### src/rtl/pll_reconf_pkg.sv
// Shared definitions for the PLL reconfiguration sequencer: the FSM state
// encoding and the default sizing constants.
package pll_reconf_pkg;

  localparam int DEF_SCAN_CHAIN_LENGTH = 144;
  localparam int DEF_ROM_LATENCY       = 2;
  localparam int DEF_ADDR_WIDTH        = 8;
  localparam int DEF_TIMEOUT_CYCLES    = 1024;

  typedef enum logic [2:0] {
    ST_IDLE,
    ST_READ,
    ST_DRAIN,
    ST_WAIT_RECONF,
    ST_UPDATE,
    ST_WAIT_DONE
  } state_e;

endpackage

### src/rtl/pll_scan_shifter.sv
// Delays the ROM read strobe by the ROM latency so that each returning rom_q
// bit is registered onto scandata together with scanclkena.
module pll_scan_shifter
  import pll_reconf_pkg::*;
#(
  parameter int ROM_LATENCY = DEF_ROM_LATENCY
) (
  input  logic clock,
  input  logic reset_n,
  input  logic rd_ena_i,
  input  logic rom_q_i,
  output logic scanclkena_o,
  output logic scandata_o,
  output logic pipe_empty_o
);

  logic [ROM_LATENCY-1:0] vld_q;
  logic [ROM_LATENCY:0]   vld_pipe;
  logic                   scanclkena_q;
  logic                   scandata_q;

  // Stage 0 is the strobe itself; the top stage lines up with rom_q.
  assign vld_pipe = {vld_q, rd_ena_i};

  always_ff @(posedge clock or negedge reset_n) begin
    if (!reset_n) begin
      vld_q        <= '0;
      scanclkena_q <= 1'b0;
      scandata_q   <= 1'b0;
    end else begin
      vld_q        <= vld_pipe[ROM_LATENCY-1:0];
      scanclkena_q <= vld_q[ROM_LATENCY-1];
      scandata_q   <= vld_q[ROM_LATENCY-1] & rom_q_i;
    end
  end

  assign scanclkena_o = scanclkena_q;
  assign scandata_o   = scandata_q;
  assign pipe_empty_o = ~|vld_q;

endmodule

### src/rtl/pll_reconf_ctrl.sv
// PLL dynamic reconfiguration sequencer: reads the serial config ROM, shifts
// the bits into the PLL scan chain, issues configupdate and waits for scandone.
module pll_reconf_ctrl
  import pll_reconf_pkg::*;
#(
  parameter int SCAN_CHAIN_LENGTH = DEF_SCAN_CHAIN_LENGTH,
  parameter int ADDR_WIDTH        = DEF_ADDR_WIDTH,
  parameter int ROM_LATENCY       = DEF_ROM_LATENCY,
  parameter int TIMEOUT_CYCLES    = DEF_TIMEOUT_CYCLES
) (
  input  logic                  clock,
  input  logic                  reset_n,
  input  logic                  trigger_read,
  input  logic                  reconfig,
  input  logic                  rom_q,
  output logic [ADDR_WIDTH-1:0] rom_address,
  output logic                  rom_read_ena,
  output logic                  busy,
  output logic                  scanclkena,
  output logic                  scandata,
  output logic                  configupdate,
  input  logic                  scandone,
  output logic                  reconf_error
);

  localparam int TW = (TIMEOUT_CYCLES > 1) ? $clog2(TIMEOUT_CYCLES) : 1;
  localparam logic [ADDR_WIDTH-1:0] LAST_ADDR = ADDR_WIDTH'(SCAN_CHAIN_LENGTH - 1);
  localparam logic [TW-1:0]         TMO_LAST  = TW'(TIMEOUT_CYCLES - 1);

  state_e                state_q, state_d;
  logic [ADDR_WIDTH-1:0] addr_q, addr_d;
  logic [TW-1:0]         tmo_q, tmo_d;
  logic                  rd_q, rd_d;
  logic                  cu_q, cu_d;
  logic                  err_q, err_d;
  logic                  rcfg_q, rcfg_d;
  logic                  busy_q;
  logic                  pipe_empty;

  always_comb begin
    state_d = state_q;
    addr_d  = addr_q;
    rd_d    = rd_q;
    cu_d    = 1'b0;
    err_d   = err_q;
    rcfg_d  = rcfg_q;
    tmo_d   = tmo_q;
    unique case (state_q)
      ST_IDLE: begin
        rcfg_d = 1'b0;
        if (trigger_read) begin
          state_d = ST_READ;
          addr_d  = '0;
          rd_d    = 1'b1;
          err_d   = 1'b0;
        end
      end
      ST_READ: begin
        rcfg_d = rcfg_q | reconfig;
        if (addr_q == LAST_ADDR) begin
          state_d = ST_DRAIN;
          addr_d  = '0;
          rd_d    = 1'b0;
        end else begin
          addr_d = addr_q + ADDR_WIDTH'(1);
        end
      end
      ST_DRAIN: begin
        // Empty pipe here means the final bit is on scandata this cycle.
        rcfg_d = rcfg_q | reconfig;
        if (pipe_empty) state_d = ST_WAIT_RECONF;
      end
      ST_WAIT_RECONF: begin
        if (rcfg_q | reconfig) begin
          state_d = ST_UPDATE;
          cu_d    = 1'b1;
          rcfg_d  = 1'b0;
        end
      end
      ST_UPDATE: begin
        state_d = ST_WAIT_DONE;
        tmo_d   = '0;
      end
      ST_WAIT_DONE: begin
        if (scandone) begin
          state_d = ST_IDLE;
        end else if (tmo_q == TMO_LAST) begin
          state_d = ST_IDLE;
          err_d   = 1'b1;
        end else begin
          tmo_d = tmo_q + TW'(1);
        end
      end
      default: state_d = ST_IDLE;
    endcase
  end

  always_ff @(posedge clock or negedge reset_n) begin
    if (!reset_n) begin
      state_q <= ST_IDLE;
      addr_q  <= '0;
      rd_q    <= 1'b0;
      cu_q    <= 1'b0;
      err_q   <= 1'b0;
      rcfg_q  <= 1'b0;
      tmo_q   <= '0;
      busy_q  <= 1'b0;
    end else begin
      state_q <= state_d;
      addr_q  <= addr_d;
      rd_q    <= rd_d;
      cu_q    <= cu_d;
      err_q   <= err_d;
      rcfg_q  <= rcfg_d;
      tmo_q   <= tmo_d;
      busy_q  <= (state_d != ST_IDLE);
    end
  end

  pll_scan_shifter #(
    .ROM_LATENCY (ROM_LATENCY)
  ) u_shift (
    .clock        (clock),
    .reset_n      (reset_n),
    .rd_ena_i     (rd_q),
    .rom_q_i      (rom_q),
    .scanclkena_o (scanclkena),
    .scandata_o   (scandata),
    .pipe_empty_o (pipe_empty)
  );

  assign rom_address  = addr_q;
  assign rom_read_ena = rd_q;
  assign busy         = busy_q;
  assign configupdate = cu_q;
  assign reconf_error = err_q;

endmodule

### config.mk
export PLATFORM = sky130hd
export DESIGN_NAME = pll_reconf_ctrl
export DESIGN_NICKNAME = d
export VERILOG_FILES = /design/src/rtl/pll_reconf_pkg.sv /design/src/rtl/pll_scan_shifter.sv /design/src/rtl/pll_reconf_ctrl.sv
export SDC_FILE = /design/constraint.sdc
export NUM_CORES = 1
export LEC_CHECK = 0
export CAP_MARGIN = 5
export CELL_PAD_IN_SITES_DETAIL_PLACEMENT = 1
export CELL_PAD_IN_SITES_GLOBAL_PLACEMENT = 1
export CORE_MARGIN = 8
export CORE_UTILIZATION = 42
export DETAILED_ROUTE_END_ITERATION = 10
export DONT_BUFFER_PORTS = 1
export PLACE_DENSITY_LB_ADDON = 0.1
export RECOVER_POWER = 25
export SLEW_MARGIN = 20
export SYNTH_ARGS = -nofsm -noshare
export SYNTH_HDL_FRONTEND = slang
export SYNTH_SLANG_ARGS = --single-unit
### constraint.sdc
create_clock -name clock -period 2.3 [get_ports clock]
set_input_delay 0.46 -clock clock [delete_from_list [all_inputs] [get_ports clock]]
set_output_delay 0.46 -clock clock [all_outputs]
set_load 0.1 [all_outputs]
# Yosys cells after proc, flatten, opt, wreduce, memory -nomap -nowiden

Index checks and enable logic that the tools add are counted.

Register bits after elaboration: 30
Output and inout port bits: 14

Add/sub/neg operators: 2
Equality and inequality tests: 13
Bitwise gates (word level): 2
Muxes and demuxes: 24
Reduce and logical (&&, ||, !) cells: 13

Operators with widths:

| kind                                                                   | count |
|---|---|
| 10-bit 2-to-1 mux                                                      | 2 |
| 10-bit one-hot mux with 2 select lines                                 | 1 |
| 3-bit 2-to-1 mux                                                       | 6 |
| 3-bit one-hot mux with 6 select lines                                  | 1 |
| 8-bit 2-to-1 mux                                                       | 2 |
| 8-bit one-hot mux with 2 select lines                                  | 1 |
| 2-bit != test (second input constant)                                  | 6 |
| 10-bit by 1-bit adder with 10-bit output (second input constant)       | 1 |
| 10-bit equality test (second input constant)                           | 1 |
| 8-bit by 1-bit adder with 8-bit output (second input constant)         | 1 |
| 8-bit equality test (second input constant)                            | 1 |
| 1-bit 2-to-1 mux                                                       | 8 |
| 3-bit by 2-bit equality test with 1-bit output (second input constant) | 2 |
| 3-bit equality test (second input constant)                            | 2 |
| 3-bit AND reduction                                                    | 2 |
| 2-bit nonzero test                                                     | 3 |
| 3-bit nonzero test                                                     | 2 |
| 1-bit one-hot mux with 2 select lines                                  | 2 |
| 2-bit AND reduction                                                    | 2 |
| 4-bit AND reduction                                                    | 1 |
| 2-bit OR reduction                                                     | 2 |
| 3-bit by 1-bit equality test with 1-bit output (second input constant) | 1 |
| 3-bit logical NOT                                                      | 1 |
| 1-bit one-hot mux with 3 select lines                                  | 1 |
| 2 further kinds                                                        | 2 |

# Logic depth before layout (Yosys ltp)

Depth after elaboration: 5
Depth in mapped cells: 6

# Cells and area by module

Synthesis repeated with hierarchy kept, for this count alone.

Cells, all modules: 145
Area total of the unflattened synthesis: 1,465.2 um^2

Modules (own cells, without submodules):

| module           | times used | area each (um^2) | sequential area each (um^2) | cells each |
|---|---|---|---|---|
| pll_reconf_ctrl  | 1          | 1,355.0          | 650.6                       | 139 |
| pll_scan_shifter | 1          | 110.1            | 100.1                       | 6 |

# Least setup slack after synthesis

OpenSTA, ideal clock, no wires.

Path kind: reg-to-reg
From: register addr_q[0], in the netlist rom_address[0]
To: register state_q[0]
Cell stages (with the launch flop): 5
Path buffers: 0
Arrival time: 2,270 ps
Clock period less this slack: 2,401 ps
Library setup time: 131 ps
Path slack: -101 ps
Cells stage by stage: dfrtp_1 ha_1 nand3_1 o41a_2 or3_1

Cells in the longest elaborated chain, start to end: 3

RTL lines:

| element                               | line                   | RTL |
|---|---|---|
| from (decl)                           | pll_reconf_ctrl.sv:31  | `logic [ADDR_WIDTH-1:0] addr_q, addr_d;` |
| from (signal assigned)                | pll_reconf_ctrl.sv:110 | `addr_q <= addr_d;` |
| 8-bit equality test                   | pll_reconf_ctrl.sv:60  | `if (addr_q == LAST_ADDR) begin` |
| 3-bit 2-to-1 mux                      | pll_reconf_ctrl.sv:60  |  |
| 3-bit one-hot mux with 6 select lines | pll_reconf_ctrl.sv:48  | `unique case (state_q)` |
| named net state_d[0]                  | pll_reconf_ctrl.sv:30  | `state_e state_q, state_d;` |
| to (signal assigned)                  | pll_reconf_ctrl.sv:109 | `state_q <= state_d;` |
| to (decl)                             | pll_reconf_ctrl.sv:30  |  |

The timed path passes the listed nets, and every way through them passes these cells.
A chain may end at the register's enable or synchronous reset.

# Worst setup path in the final report

From: register tmo_q[3]
To: register state_q[0]

Cells in the longest elaborated chain, start to end: 4

RTL lines:

| element                               | line                   | RTL |
|---|---|---|
| from (decl)                           | pll_reconf_ctrl.sv:32  | `logic [TW-1:0] tmo_q, tmo_d;` |
| from (signal assigned)                | pll_reconf_ctrl.sv:115 | `tmo_q <= tmo_d;` |
| 10-bit equality test                  | pll_reconf_ctrl.sv:87  | `end else if (tmo_q == TMO_LAST) begin` |
| 3-bit 2-to-1 mux                      | pll_reconf_ctrl.sv:87  |  |
| 3-bit 2-to-1 mux                      | pll_reconf_ctrl.sv:85  | `if (scandone) begin` |
| 3-bit one-hot mux with 6 select lines | pll_reconf_ctrl.sv:48  |  |
| named net state_d[0]                  | pll_reconf_ctrl.sv:30  |  |

The timed path passes the listed nets, and every way through them passes these cells.

==> flow_metrics.py <==
metrics = {
    "grt": {
        "grt_max_degree": 31,
        "overflow": 0,
        "grt_pass1_wl_mm": 6.38,
        "grt_pass1_vias": 1285,
        "grtUsageTotal_pct": 14.9,
        "antenna_found_initial": 0,
    },
    "placement": {
        "place_area_um2": 1610,
        "io_buffers": 0,
        "dp_slack_ns": 0.373,
        "place.gp.congestion": 0.781,
        "dp_hpwl_mm": 2.69,
    },
    "setup_path": {
        "rr_startpoint": "tmo_q[3]$_DFFE_PN0P_",
        "reg2reg_slack_ns": 0.24,
        "cp-end-kind": "flip-flop",
        "r2r_end": "state_q[0]$_DFF_PN0_",
        "critical_path_class": "reg2reg",
        "cp_data_required_time_ns": 2.51,
        "critPathCapture": "state_q[0]$_DFF_PN0_",
        "arrival_ns": 2.27,
        "cp_max_fo": 6,
        "crit_path_start_kind": "flip-flop",
        "reg2regPathDepth": 4,
        "setup.worst_path.start": "tmo_q[3]$_DFFE_PN0P_",
    },
    "clock_network": {
        "clk_path_buf_depth": 2,
        "cts_hold_buf": 2,
        "clkLatencyLatePin_ns": 0.32,
        "cts_tree": "built",
        "cts_root_buf": "clkbuf_4",
        "cts.clk_slew.worst_paths_ns": 0.09,
        "cts_made_buffers": 5,
        "postCtsResizedCells": 0,
        "cts.sinks": 30,
        "postCtsSetupBuffers": 0,
        "h-tree-depth": 2,
    },
    "drt": {
        "wl_per_cell_um": 17.5,
        "drt.antenna.violating_nets": 0,
        "vias_per_cell": 5.80,
        "drt_iter0_markers": 62,
        "firstDrtPassIters": 4,
        "drc": 0,
        "wl_mm": 3.74,
        "vias": 1241,
    },
    "timing": {
        "post-route-period-util_pct": 89.4,
        "slew_headroom_pct": 45.1,
        "tns_ns": 0,
        "skew_ns": 0.00578,
        "min_period_ns": 2.06,
        "grt_setup_unrepaired": "false",
        "tightest_slew_ns": 0.817,
        "setup_ws_ns": 0.245,
        "slew_violations": 0,
        "fmax_mhz": 487,
        "finalHoldViolCount": 0,
        "setup_violations": 0,
    },
    "pwr": {
        "p_comb_share_pct": 40.6,
        "pwr-share-clk_pct": 19.8,
        "p_leak_nw": 0.713,
        "irDropWorstVdd_mv": 0.648,
        "p_int_uw": 869,
        "power_mw": 1.59,
        "power_switching_share_pct": 45.4,
        "p_seq_share_pct": 39.5,
        "power.density_nw_per_um2": 937,
        "switchingPower_uw": 722,
    },
    "synthesis": {
        "seq_area_frac_synth_pct": 51.6,
        "syn_area_um2": 1450,
        "syn_area_per_cell_um2": 9.89,
        "ys.warnings.count": 0,
        "synth_seq_cells": 30,
        "yosysTopAreaCellShare_pct": 51.6,
        "netlist_instances": 147,
        "synth_nets": 155,
        "synth_top_cell_by_area": "dfrtp_1",
        "synth_area_leaders": "dfrtp_1 52%, nand2_1 3.6%, a21oi_1 3.1%",
        "ys_types": 41,
    },
    "floorplanning": {
        "initial_core_util_pct": 43.6,
        "die_x_um": 74.8,
        "die_area_um2": 5600,
        "row_count": 21,
        "fp.dieH_um": 74.8,
        "ios": 20,
        "core-area_um2": 3340,
    },
    "cells_and_area": {
        "fillers": 390,
        "layout-drive-gt1-share_pct": 16.1,
        "area_growth_pct": 16.8,
        "utilization_pct": 50.9,
        "design_area_um2": 1700,
        "seq_area_um2": 753,
        "antennaDiodeCount": 0,
        "multi_input_area_um2": 667,
        "fin_nets": 176,
    },
    "run_status": {
        "outcome": "finished clean",
    },
    "flow_run": {
        "cap_viol_max_count": 0,
    },
    "worst_hold_path": {
        "hp-class": "in2reg",
    },
}
## synth_stat cells
library cell,count
nand3_1,7
o211ai_1,2
o22a_1,2
nor3b_1,2
or3_1,1
and4bb_1,1
inv_1,4
nand4bb_1,1
or4_1,1
a22o_1,3
o21ai_0,6
nor4_1,4
nor2b_1,1
nor2_1,12
nand4_2,1
a41oi_1,1
or2_1,1
a31oi_1,2
ha_1,2
a21oi_1,9
nand2_1,14
clkbuf_1,1
o31ai_1,4
o41a_2,1
or3b_1,1
o21ai_1,4
o2bb2ai_1,1
a311oi_1,1
and3_1,5
buf_4,1
buf_2,2
nand3b_1,1
o2111ai_1,2
and2_1,2
dfrtp_1,30
nand2b_1,2
xor2_1,1
mux2i_1,1
xnor2_1,2
o21a_1,2
nor3_1,6
## power by group through the flow
| stage | Combinational, mW | Sequential (mW) | Clock [mW] |
|---|---|---|---|
| floorplan | 0.121 | 1.02 | 0 |
| global placement | 0.625 | 0.635 | 0 |
| finish | 0.647 | 0.629 | 0.315 |
| detailed placement | 0.635 | 0.639 | 0 |
| CTS | 0.653 | 0.630 | 0.329 |
| global route | 0.685 | 0.638 | 0.348 |
## cell families after synthesis
kind of cell / share of synthesized area, %
XOR/XNOR: 1.81
AO/OA/AOI/OAI: 18.4
AND/OR/NAND/NOR: 23.2
multiplexers: 0.688
flip-flops: 51.6
buffers and inverters: 2.50
adder cells (fa/ha/maj): 1.72
## cells in the final DEF (no fill, tap or decap), types with 3 or more instances in the layout
master | synthesis | final
dfrtp_1 | 30 | 28
buf_4 | 1 | 16
and3_1 | 5 | 5
nand2_1 | 14 | 14
a21oi_1 | 9 | 9
o31ai_1 | 4 | 4
o21ai_1 | 4 | 4
nand3_1 | 7 | 7
nor3_1 | 6 | 6
nor2_1 | 12 | 12
o21ai_0 | 6 | 6
nor4_1 | 4 | 4
a22o_1 | 3 | 3
inv_1 | 4 | 4
clkbuf_4 | 0 | 5
## sequential cells by signal, indices dropped and copies added, names as in the netlist
signal and cells:
busy 1, configupdate 1, rcfg_q 1, reconf_error 1, rom_address 8, rom_read_ena 1, state_q 3, tmo_q 10
u_shift.scanclkena_o 1, u_shift.scandata_o 1, u_shift.vld_q 2
## routing by layer
metal	wire (um)	vias up	global-route usage, %
met2	1830	20	23.9
met3	212	6	4.93
li1	-	588	-
met1	1650	627	18.0
met5	0	-	0
met4	46	0	5.87
## cell type report
type                            count  share of cell area [%]
Sequential cell                    30                    44.4
Multi-Input combinational cell    109                    39.3
Timing Repair Buffer               18                    8.84
Tap cell                           46                    3.39
Clock buffer                        7                    3.24
Inverter                            4                   0.884
## stage by stage
stage               instances  hold WS [ns]
global route              214         0.262
CTS                       214         0.247
detailed placement        205         0.165
finish                    214         0.267
global placement          205         0.165
floorplan                 147         0.164
## worst max-delay path, cell delays in order (launching register included)
cell and delay, ns:
dfrtp_1 0.47, nand4_2 0.22, o31ai_1 0.73, nand2_1 0.13
or3_1 0.39
## worst min path at each step
stage                     cells past startpoint    start                           end
after floorplan                               0  reset_n                busy$_DFF_PN0_
after global placement                        0  reset_n  u_shift.scandata_o$_DFF_PN0_
after detailed placement                      0  reset_n  u_shift.scandata_o$_DFF_PN0_
after CTS                                     1    rom_q  u_shift.scandata_o$_DFF_PN0_
after global routing                          1    rom_q  u_shift.scandata_o$_DFF_PN0_
final                                         1    rom_q  u_shift.scandata_o$_DFF_PN0_
Note: power is estimated with default switching activity, not from simulation.
